$ cat config.mk
export PLATFORM = sky130hd
export DESIGN_NAME = fp_add_mult
export DESIGN_NICKNAME = d
export VERILOG_FILES = /design/src/rtl/fp_add_mult.sv
export SDC_FILE = /design/constraint.sdc
export NUM_CORES = 1
export LEC_CHECK = 0
export ABC_AREA = 1
export CORE_ASPECT_RATIO = 0.9
export CORE_MARGIN = 4
export CORE_UTILIZATION = 44
export DETAILED_ROUTE_END_ITERATION = 8
export PLACE_DENSITY_LB_ADDON = 0.3
export SLEW_MARGIN = 20
export SYNTH_ARGS = -nofsm -noshare
export SYNTH_HDL_FRONTEND = slang
export SYNTH_SLANG_ARGS = --single-unit
$ cat constraint.sdc
create_clock -name vclk -period 21.5
set_clock_uncertainty 0.2 [all_clocks]
set_input_delay 4.3 -clock vclk [all_inputs]
set_output_delay 4.3 -clock vclk [all_outputs]
set_load 0.005 [all_outputs]
$ cat src/rtl/fp_add_mult.sv
// fp_add_mult: IEEE binary16 adder and multiplier on shared operands, RNE, flush-to-zero.
// Latency: 0 cycles (combinational); 1 cycle when macro FP_OUT_REG_EN is defined.
// Backpressure: none; a result pair is produced for every operand pair, every cycle.
module fp_add_mult #(
  parameter int BITS = 16  // only binary16 (16) is supported
) (
  input  logic            clk,
  input  logic            rst_n,
  input  logic [BITS-1:0] iA,
  input  logic [BITS-1:0] iB,
  output logic [BITS-1:0] oAdd,
  output logic [BITS-1:0] oMul
);

  localparam logic [15:0] QNAN = 16'h7E00;

  // Operand decode; subnormals are flushed by giving them a zero significand.
  logic        sa, sb;
  logic [4:0]  ea, eb;
  logic [9:0]  fa, fb;
  logic        za, zb, ia, ib, na, nb;
  logic [10:0] ma, mb;

  assign sa = iA[15];
  assign sb = iB[15];
  assign ea = iA[14:10];
  assign eb = iB[14:10];
  assign fa = iA[9:0];
  assign fb = iB[9:0];
  assign za = (ea == 5'd0);
  assign zb = (eb == 5'd0);
  assign ia = (ea == 5'h1F) && (fa == 10'd0);
  assign ib = (eb == 5'h1F) && (fb == 10'd0);
  assign na = (ea == 5'h1F) && (fa != 10'd0);
  assign nb = (eb == 5'h1F) && (fb != 10'd0);
  assign ma = za ? 11'd0 : {1'b1, fa};
  assign mb = zb ? 11'd0 : {1'b1, fb};

  // ---------------------------------------------------------------- adder
  logic        swap, sx, sy;
  logic [4:0]  ex, ey, ediff;
  logic [10:0] mx, my;
  logic [3:0]  shamt, lead;
  logic [23:0] ext;
  logic [13:0] yal;
  logic [14:0] xal, sum, norm;
  logic [10:0] amant;
  logic        ag, ast;
  logic [11:0] arnd;
  logic [6:0]  aexp;
  logic [4:0]  afield;
  logic [9:0]  afrac;
  logic [15:0] add_d;

  // Adder: order by magnitude, align with sticky, add/sub, normalise, round, pack.
  always_comb begin
    swap  = {eb, mb} > {ea, ma};
    sx    = swap ? sb : sa;
    sy    = swap ? sa : sb;
    ex    = swap ? eb : ea;
    ey    = swap ? ea : eb;
    mx    = swap ? mb : ma;
    my    = swap ? ma : mb;
    ediff = ex - ey;
    shamt = (ediff > 5'd13) ? 4'd13 : ediff[3:0];
    // Frame is {significand, guard, round, sticky}; bits shifted below it jam into sticky.
    ext   = {my, 13'd0} >> shamt;
    yal   = ext[23:10] | {13'd0, |ext[9:0]};
    xal   = {1'b0, mx, 3'b000};
    sum   = (sx != sy) ? (xal - {1'b0, yal}) : (xal + {1'b0, yal});
    lead  = 4'd0;
    for (int i = 0; i < 15; i++) begin
      if (sum[i]) lead = 4'(i);
    end
    norm  = sum << (4'd14 - lead);
    amant = norm[14:4];
    ag    = norm[3];
    ast   = |norm[2:0];
    arnd  = {1'b0, amant} + {11'd0, ag & (ast | amant[0])};
    // Biased by +13: the larger operand's leading one sits at sum bit 13.
    aexp  = {2'b00, ex} + {3'b000, lead} + {6'd0, arnd[11]};
    afield = 5'(aexp - 7'd13);
    afrac = arnd[11] ? arnd[10:1] : arnd[9:0];

    add_d = {sx, afield, afrac};
    if (na || nb || (ia && ib && (sa != sb))) begin
      add_d = QNAN;
    end else if (ia) begin
      add_d = iA;
    end else if (ib) begin
      add_d = iB;
    end else if (sum == 15'd0) begin
      // Exact cancellation gives +0; only two negative zeros keep the sign.
      add_d = {sa & sb, 15'd0};
    end else if (aexp <= 7'd13) begin
      add_d = {sx, 15'd0};
    end else if (aexp >= 7'd44) begin
      add_d = {sx, 5'h1F, 10'd0};
    end
  end

  // ----------------------------------------------------------- multiplier
  logic        sm;
  logic [21:0] prod;
  logic [10:0] mmant;
  logic        mg, mst;
  logic [11:0] mrnd;
  logic [6:0]  mexp;
  logic [4:0]  mfield;
  logic [9:0]  mfrac;
  logic [15:0] mul_d;

  // Multiplier: 11x11 product, one-step normalise, round, pack with specials.
  always_comb begin
    sm   = sa ^ sb;
    prod = {11'd0, ma} * {11'd0, mb};
    if (prod[21]) begin
      mmant = prod[21:11];
      mg    = prod[10];
      mst   = |prod[9:0];
    end else begin
      mmant = prod[20:10];
      mg    = prod[9];
      mst   = |prod[8:0];
    end
    mrnd  = {1'b0, mmant} + {11'd0, mg & (mst | mmant[0])};
    // Biased by +15 so the test against the exponent range stays unsigned.
    mexp  = {2'b00, ea} + {2'b00, eb} + {6'd0, prod[21]} + {6'd0, mrnd[11]};
    mfield = 5'(mexp - 7'd15);
    mfrac = mrnd[11] ? mrnd[10:1] : mrnd[9:0];

    mul_d = {sm, mfield, mfrac};
    if (na || nb || (ia && zb) || (ib && za)) begin
      mul_d = QNAN;
    end else if (ia || ib) begin
      mul_d = {sm, 5'h1F, 10'd0};
    end else if (za || zb) begin
      mul_d = {sm, 15'd0};
    end else if (mexp <= 7'd15) begin
      mul_d = {sm, 15'd0};
    end else if (mexp >= 7'd46) begin
      mul_d = {sm, 5'h1F, 10'd0};
    end
  end

  // ---------------------------------------------------------- output stage
`ifdef FP_OUT_REG_EN
  logic [15:0] add_q, mul_q;

  // Output register: clears immediately on reset, captures both results each edge.
  always_ff @(posedge clk or negedge rst_n) begin
    if (!rst_n) begin
      add_q <= 16'h0000;
      mul_q <= 16'h0000;
    end else begin
      add_q <= add_d;
      mul_q <= mul_d;
    end
  end

  assign oAdd = add_q;
  assign oMul = mul_q;
`else
  // Purely combinational build: clock and reset have no function here.
  logic unused_clk_rst;
  assign unused_clk_rst = clk ^ rst_n;

  assign oAdd = add_d;
  assign oMul = mul_d;
`endif

endmodule

### Word level (Yosys, flattened, before mapping)

Cells that the tools add are included.
Widths: inputs -> output; s select.

* bits in registers: 0
* input bits: 34
* output and inout port bits: 32
* logic and storage cells: 98

* add/sub/neg operators: 13
* multiply operators: 1
* $lt $le $gt $ge: 6
* eq/ne operators: 4
* shift operators: 2
* mux-type cells: 40
* bitwise gates (word level): 7
* reduce and logical (&&, ||, !) cells: 25

Operator list (count)
* $mux 15: 7
* $mux 16: 5
* $mux 4: 14
* $mux 11: 5
* $add 11x1->12: 2
* $shr 24x4->24: 1
* $mul 11x11->22: 1
* $logic_not 10->1: 2
* $mux 10: 2
* $reduce_bool 10->1: 2
* $reduce_or 10->1: 2
* $gt 16x16->1: 1
* $add 14x14->15: 1
* $logic_not 15->1: 1
* $shl 15x4->15: 1
* $sub 14x14->15: 1
* $add 6x1->7: 2
* $ge 7x6->1 const B: 2
* $le 7x4->1 const B: 2
* $or 14x1->14: 1
* $eq 5x5->1 const B: 2
* $logic_not 5->1: 2
* $mux 5: 2
* $sub 5x4->5 const B: 2
* other kinds (15): 35

### Longest topological paths before layout

Gate-level depths: netlist (run 1).

* depth in word-level cells: 40
* depth in mapped cells: 85
* gate-level depth less buffers: 82

### Worst setup path after synthesis (run 1)

Ideal clock, no wire load.

* kind: input to output
* start point: input iA[13]
* end point: output oMul[0]
* arrival time: 13.981 ns
* required time: 17.000 ns
* slack: 3.019 ns
* stages: 51
* buffers on the path: 3
* cells stage by stage: inv_1 nand4_1 clkbuf_1 nand2_1 inv_1 clkbuf_1 nand2_1 fa_1 fa_1 inv_1 fa_1 inv_1 fa_1 inv_1 fa_1 ha_1 a21oi_1 nand2_1 (+15 left out) mux2i_1 nand3_1 nand3b_1 nor2_1 fa_1 ha_1 fa_1 a21oi_1 o21ai_0 xnor2_1 nand2_1 nor2_1 a22oi_1 nor3_1 inv_1 nor2_1 nand2_1 o31ai_1

* longest elaborated chain between the ends: 15
* elaborated cells on any way between the ends: 32
* those cells by class: add/sub (4); mul (1); order compare (2); eq/ne (1); mux (10); bitwise (2); reduce/logical (12)

RTL lines
* start: declaration: line 9 `input logic [BITS-1:0] iA,`
* $logic_not 5->1: line 30 `assign za = (ea == 5'd0);`
* $mux 11: line 36 `assign ma = za ? 11'd0 : {1'b1, fa};`
* $mul 11x11->22: line 116 `prod = {11'd0, ma} * {11'd0, mb};`
* $reduce_or 10->1 or $reduce_or 9->1 (tied branches): line 120, 124
* $mux 1: line 117 `if (prod[21]) begin`
* $or 1x1->1: line 126 `mrnd = {1'b0, mmant} + {11'd0, mg & (mst | mmant[0])};`
* $and 1x1->1: line 126
* $add 11x1->12: line 126
* $add 7x1->7: line 128 `mexp = {2'b00, ea} + {2'b00, eb} + {6'd0, prod[21]} + {6'd0, mrnd[11]};`
* $ge 7x6->1: line 141 `end else if (mexp >= 7'd46) begin`
* $mux 15: line 141
* $mux 15: line 139 `end else if (mexp <= 7'd15) begin`
* $mux 15: line 137 `end else if (za || zb) begin`
* $mux 15: line 135 `end else if (ia || ib) begin`
* $mux 16 *: line 133 `if (na || nb || (ia && zb) || (ib && za)) begin`
* end: declaration: line 12 `output logic [BITS-1:0] oMul`

Every way passes the cells marked *; elsewhere a longest branch is shown, timed or not.

### Worst setup path after layout (run 1)

* start point: input iB[14]
* end point: output oMul[5]

* longest elaborated chain between the ends: 15
* elaborated cells on any way between the ends: 32
* those cells by class: add/sub (4); mul (1); order compare (2); eq/ne (1); mux (10); bitwise (2); reduce/logical (12)

RTL lines
* start: declaration: line 10 `input logic [BITS-1:0] iB,`
* $logic_not 5->1: line 31 `assign zb = (eb == 5'd0);`
* $mux 11: line 37 `assign mb = zb ? 11'd0 : {1'b1, fb};`
* $mul 11x11->22: line 116
* $reduce_or 10->1 or $reduce_or 9->1 (tied branches): line 120, 124
* $mux 1: line 117
* $or 1x1->1: line 126
* $and 1x1->1: line 126
* $add 11x1->12: line 126
* $add 7x1->7: line 128
* $ge 7x6->1: line 141
* $mux 15: line 141
* $mux 15: line 139
* $mux 15: line 137
* $mux 15: line 135
* $mux 16 *: line 133

Marks and branches as above.

==> flow_metrics.tcl, run 1 <==
set metrics [dict create \
    power-per-cell-area_nw_per_um2 151 \
    yosys-top-cells-area "sky130_fd_sc_hd__fa_1, sky130_fd_sc_hd__ha_1, sky130_fd_sc_hd__nand2_1" \
    nets_in_the_synthesized_netlist 1787 \
    synth_largest_type_area_fraction_pct 17.7 \
    max_cap_violations 0 \
    seq_area_sq_um 0 \
    worst_path_dominant_cell_family "adder cells" \
    slowest_stage "sky130_fd_sc_hd__clkdlybuf4s50_1" \
    buffer_ports.inserted 64 \
    holdPathStages 4 \
    initial_core_util_pct 45.4 \
    num-fill-cells 2225 \
    route.final.wire_length_um 27400 \
    n_sequential_cell 0 \
    io_pins 66 \
    final-max-slew-violation-count 0 \
    drt_iter0_drc 819 \
    multi_input_comb_area_sq_um 8380 \
    die_height_um 148 \
    post_route_cells_drive_above_1_share_pct 10.1 \
    sum_of_buffers_and_inverters_on_the_critical_path 14 \
    commonest_non_fill_non_tap_cells_in_the_layout "sky130_fd_sc_hd__nand2_1, sky130_fd_sc_hd__inv_1, sky130_fd_sc_hd__nand3_1" \
    internal-power_mw 0.684 \
    postSynthAreaPerCell_sq_um 6.25 \
    mostFrequentLayoutCell "sky130_fd_sc_hd__nand2_1" \
    power_frac_clock_pct 0 \
    ant_nets 0 \
    dieWidth_um 164 \
    setup.worst_path.end_class "output pin" \
    dp_cells 1884 \
    syn_inst 1536 \
    power.share.sequential_pct 0 \
    first_pass_iters 5 \
    max_freq_ghz 0.0484 \
    setup-tns-final_ns 0 \
    grt_overflow 0 \
    grt_antenna_before_repair 0 \
    clock_buffer_count 0 \
    setup.worst_path.start_class "primary input" \
    antenna-diode-count 0 \
    worstHoldPathType "primary input to output pin" \
    number_of_global_route_vias_before_repair 9246 \
    drc_errors 0 \
    max_slew.worst_pin.slew_ns 0.608 \
    crit_fanout 23 \
    fin_util_pct 51.6 \
    outcome "finished, final reports clean" \
    fin_worst_hold_slack_ns 9.52 \
    final_period_minus_worst_setup_slack_ns 20.65 \
    grt_max_degree 45 \
    grt_pass1_wl_um 45200 \
    worstHoldStart "iA[15]" \
    floorplan.die_area_sq_um 24300 \
    avgRoutedWirePerCell_um 14.4 \
    detailed_place_hpwl_um 23300 \
    comb_power_share_pct 100.0 \
    area.growth.synth_to_final_pct 13.7 \
    required_ns 17.00 \
    worstSetupPathType "primary input to output pin" \
    cp_data_arrival_time_ns 16.15 \
    hold_path_end "oAdd[15]" \
    finalCritPeriodShare_pct 96.1 \
    switching_share_pct 58.4 \
    grt_usage_pct 22.2 \
    num_vias 10100 \
    std_cell_rows 50 \
    coreArea_sq_um 21100 \
    netlist-cell-type-count 53 \
    share_of_synthesized_area_occupied_by_flip_flops_and_latches_pct 0 \
    net_count_of_the_finished_layout 1872 \
    cellLeakagePower_nw 6.03 \
    critPathMostFrequentCell "sky130_fd_sc_hd__nand2_1" \
    setup_violations 0 \
    irDropWorstVdd_v 0.000138 \
    timing.final.hold_violations 0 \
    detail_route.vias_per_cell 5.30 \
    fin_cells 1905 \
    cpPeakStageDelay_ns 0.59 \
    yosysWarningCount 0 \
    gpl.final_weighted_congestion 0.945 \
    worst_slew_margin_pct 59.0 \
    netlist.top_cell.by_area "sky130_fd_sc_hd__fa_1" \
    total_switching_power_mw 0.962 \
    syn-cell-area_sq_um 9600 \
]
## worst max-delay path by stage
stage	from	to	slack, ns	cells past startpoint
global placement	iA[10]	oAdd[4]	0.42	76
CTS	iA[10]	oAdd[8]	0.16	78
detailed placement	iA[10]	oAdd[8]	0.18	78
global route	iB[14]	oAdd[8]	-0.03	83
finish	iB[14]	oMul[5]	0.85	58
floorplan	iA[13]	oMul[0]	3.02	51
## area by class of cell
cell class,instances,area share (%)
multi-input cells,1216,76.7
inverters,288,10.4
repair buffers,115,9.66
well taps,286,3.28
## Yosys cell counts, drive strengths merged
library cell and n:
nand2 417, nor2 138, clkbuf 13, a221oi 4, a211o 1, a311oi 1
nand3b 5, nand3 164, xor2 30, buf 19, a21boi 4, fa 85
and3 1, o22ai 1, mux2i 3, or2 7, inv 276, nor3 12
nor4 8, a31oi 3, a21o 3, o21bai 9, clkinv 12, and2 3
a22oi 1, o211ai 1, a21oi 59, nor3b 4, o31ai 3, nand4 24
ha 132, o21ai 77, xnor2 13, a211oi 3
## power by group through the flow
stage / Clock (mW) / Sequential, mW / Combinational, mW
after global routing: 0 / 0 / 1.86
after global placement: 0 / 0 / 1.59
after floorplan: 0 / 0 / 1.16
final: 0 / 0 / 1.65
after detailed placement: 0 / 0 / 1.61
after CTS: 0 / 0 / 1.62
## per-layer routing
metal  vias to the layer above  global-route usage [%]  wire [um]
met3                        30                    3.08       2220
met2                       348                    34.0      11700
met1                      4679                    34.0      13000
met4                         0                    2.73        450
met5                         -                       0          0
li1                       5037                       -          -
## cell families (layout without fill, tap and decap cells)
kind of cell / count (synthesis) / after routing / synth area share (%)
simple gates: 783 / 783 / 37.2
buf+inv: 320 / 403 / 13.3
fa+ha+maj: 217 / 217 / 34.9
compound gates: 170 / 170 / 10.3
xor+xnor: 43 / 43 / 3.92
mux: 3 / 3 / 0.313
## repair_timing
item / 4_1_cts / 5_1_grt
setup endpoints to repair: 0 / 25
setup buffers: 0 / 21
gates resized for setup: 0 / 35
hold buffers: 0 / 0
## through the flow
step / cell area [sq um] / worst slack, ns / power (mW)
finish: 10900 / 0.845 / 1.65
global route: 10900 / -0.0328 / 1.86
CTS: 10600 / 0.163 / 1.62
detailed placement: 10600 / 0.180 / 1.61
global placement: 10600 / 0.421 / 1.59
floorplan: 9600 / 3.02 / 1.16
No activity file was read; power rests on OpenSTA's default activity.
==> run 2: changes to the inputs <==
--- a/config.mk
+++ b/config.mk
@@ -11,6 +11,7 @@
 export CORE_UTILIZATION = 44
 export DETAILED_ROUTE_END_ITERATION = 8
 export PLACE_DENSITY_LB_ADDON = 0.3
+export SKIP_LAST_GASP = 1
 export SLEW_MARGIN = 20
 export SYNTH_ARGS = -nofsm -noshare
 export SYNTH_HDL_FRONTEND = slang
==> results of run 2 <==
Final layout, timing and power as in run 1 (identical DEF).
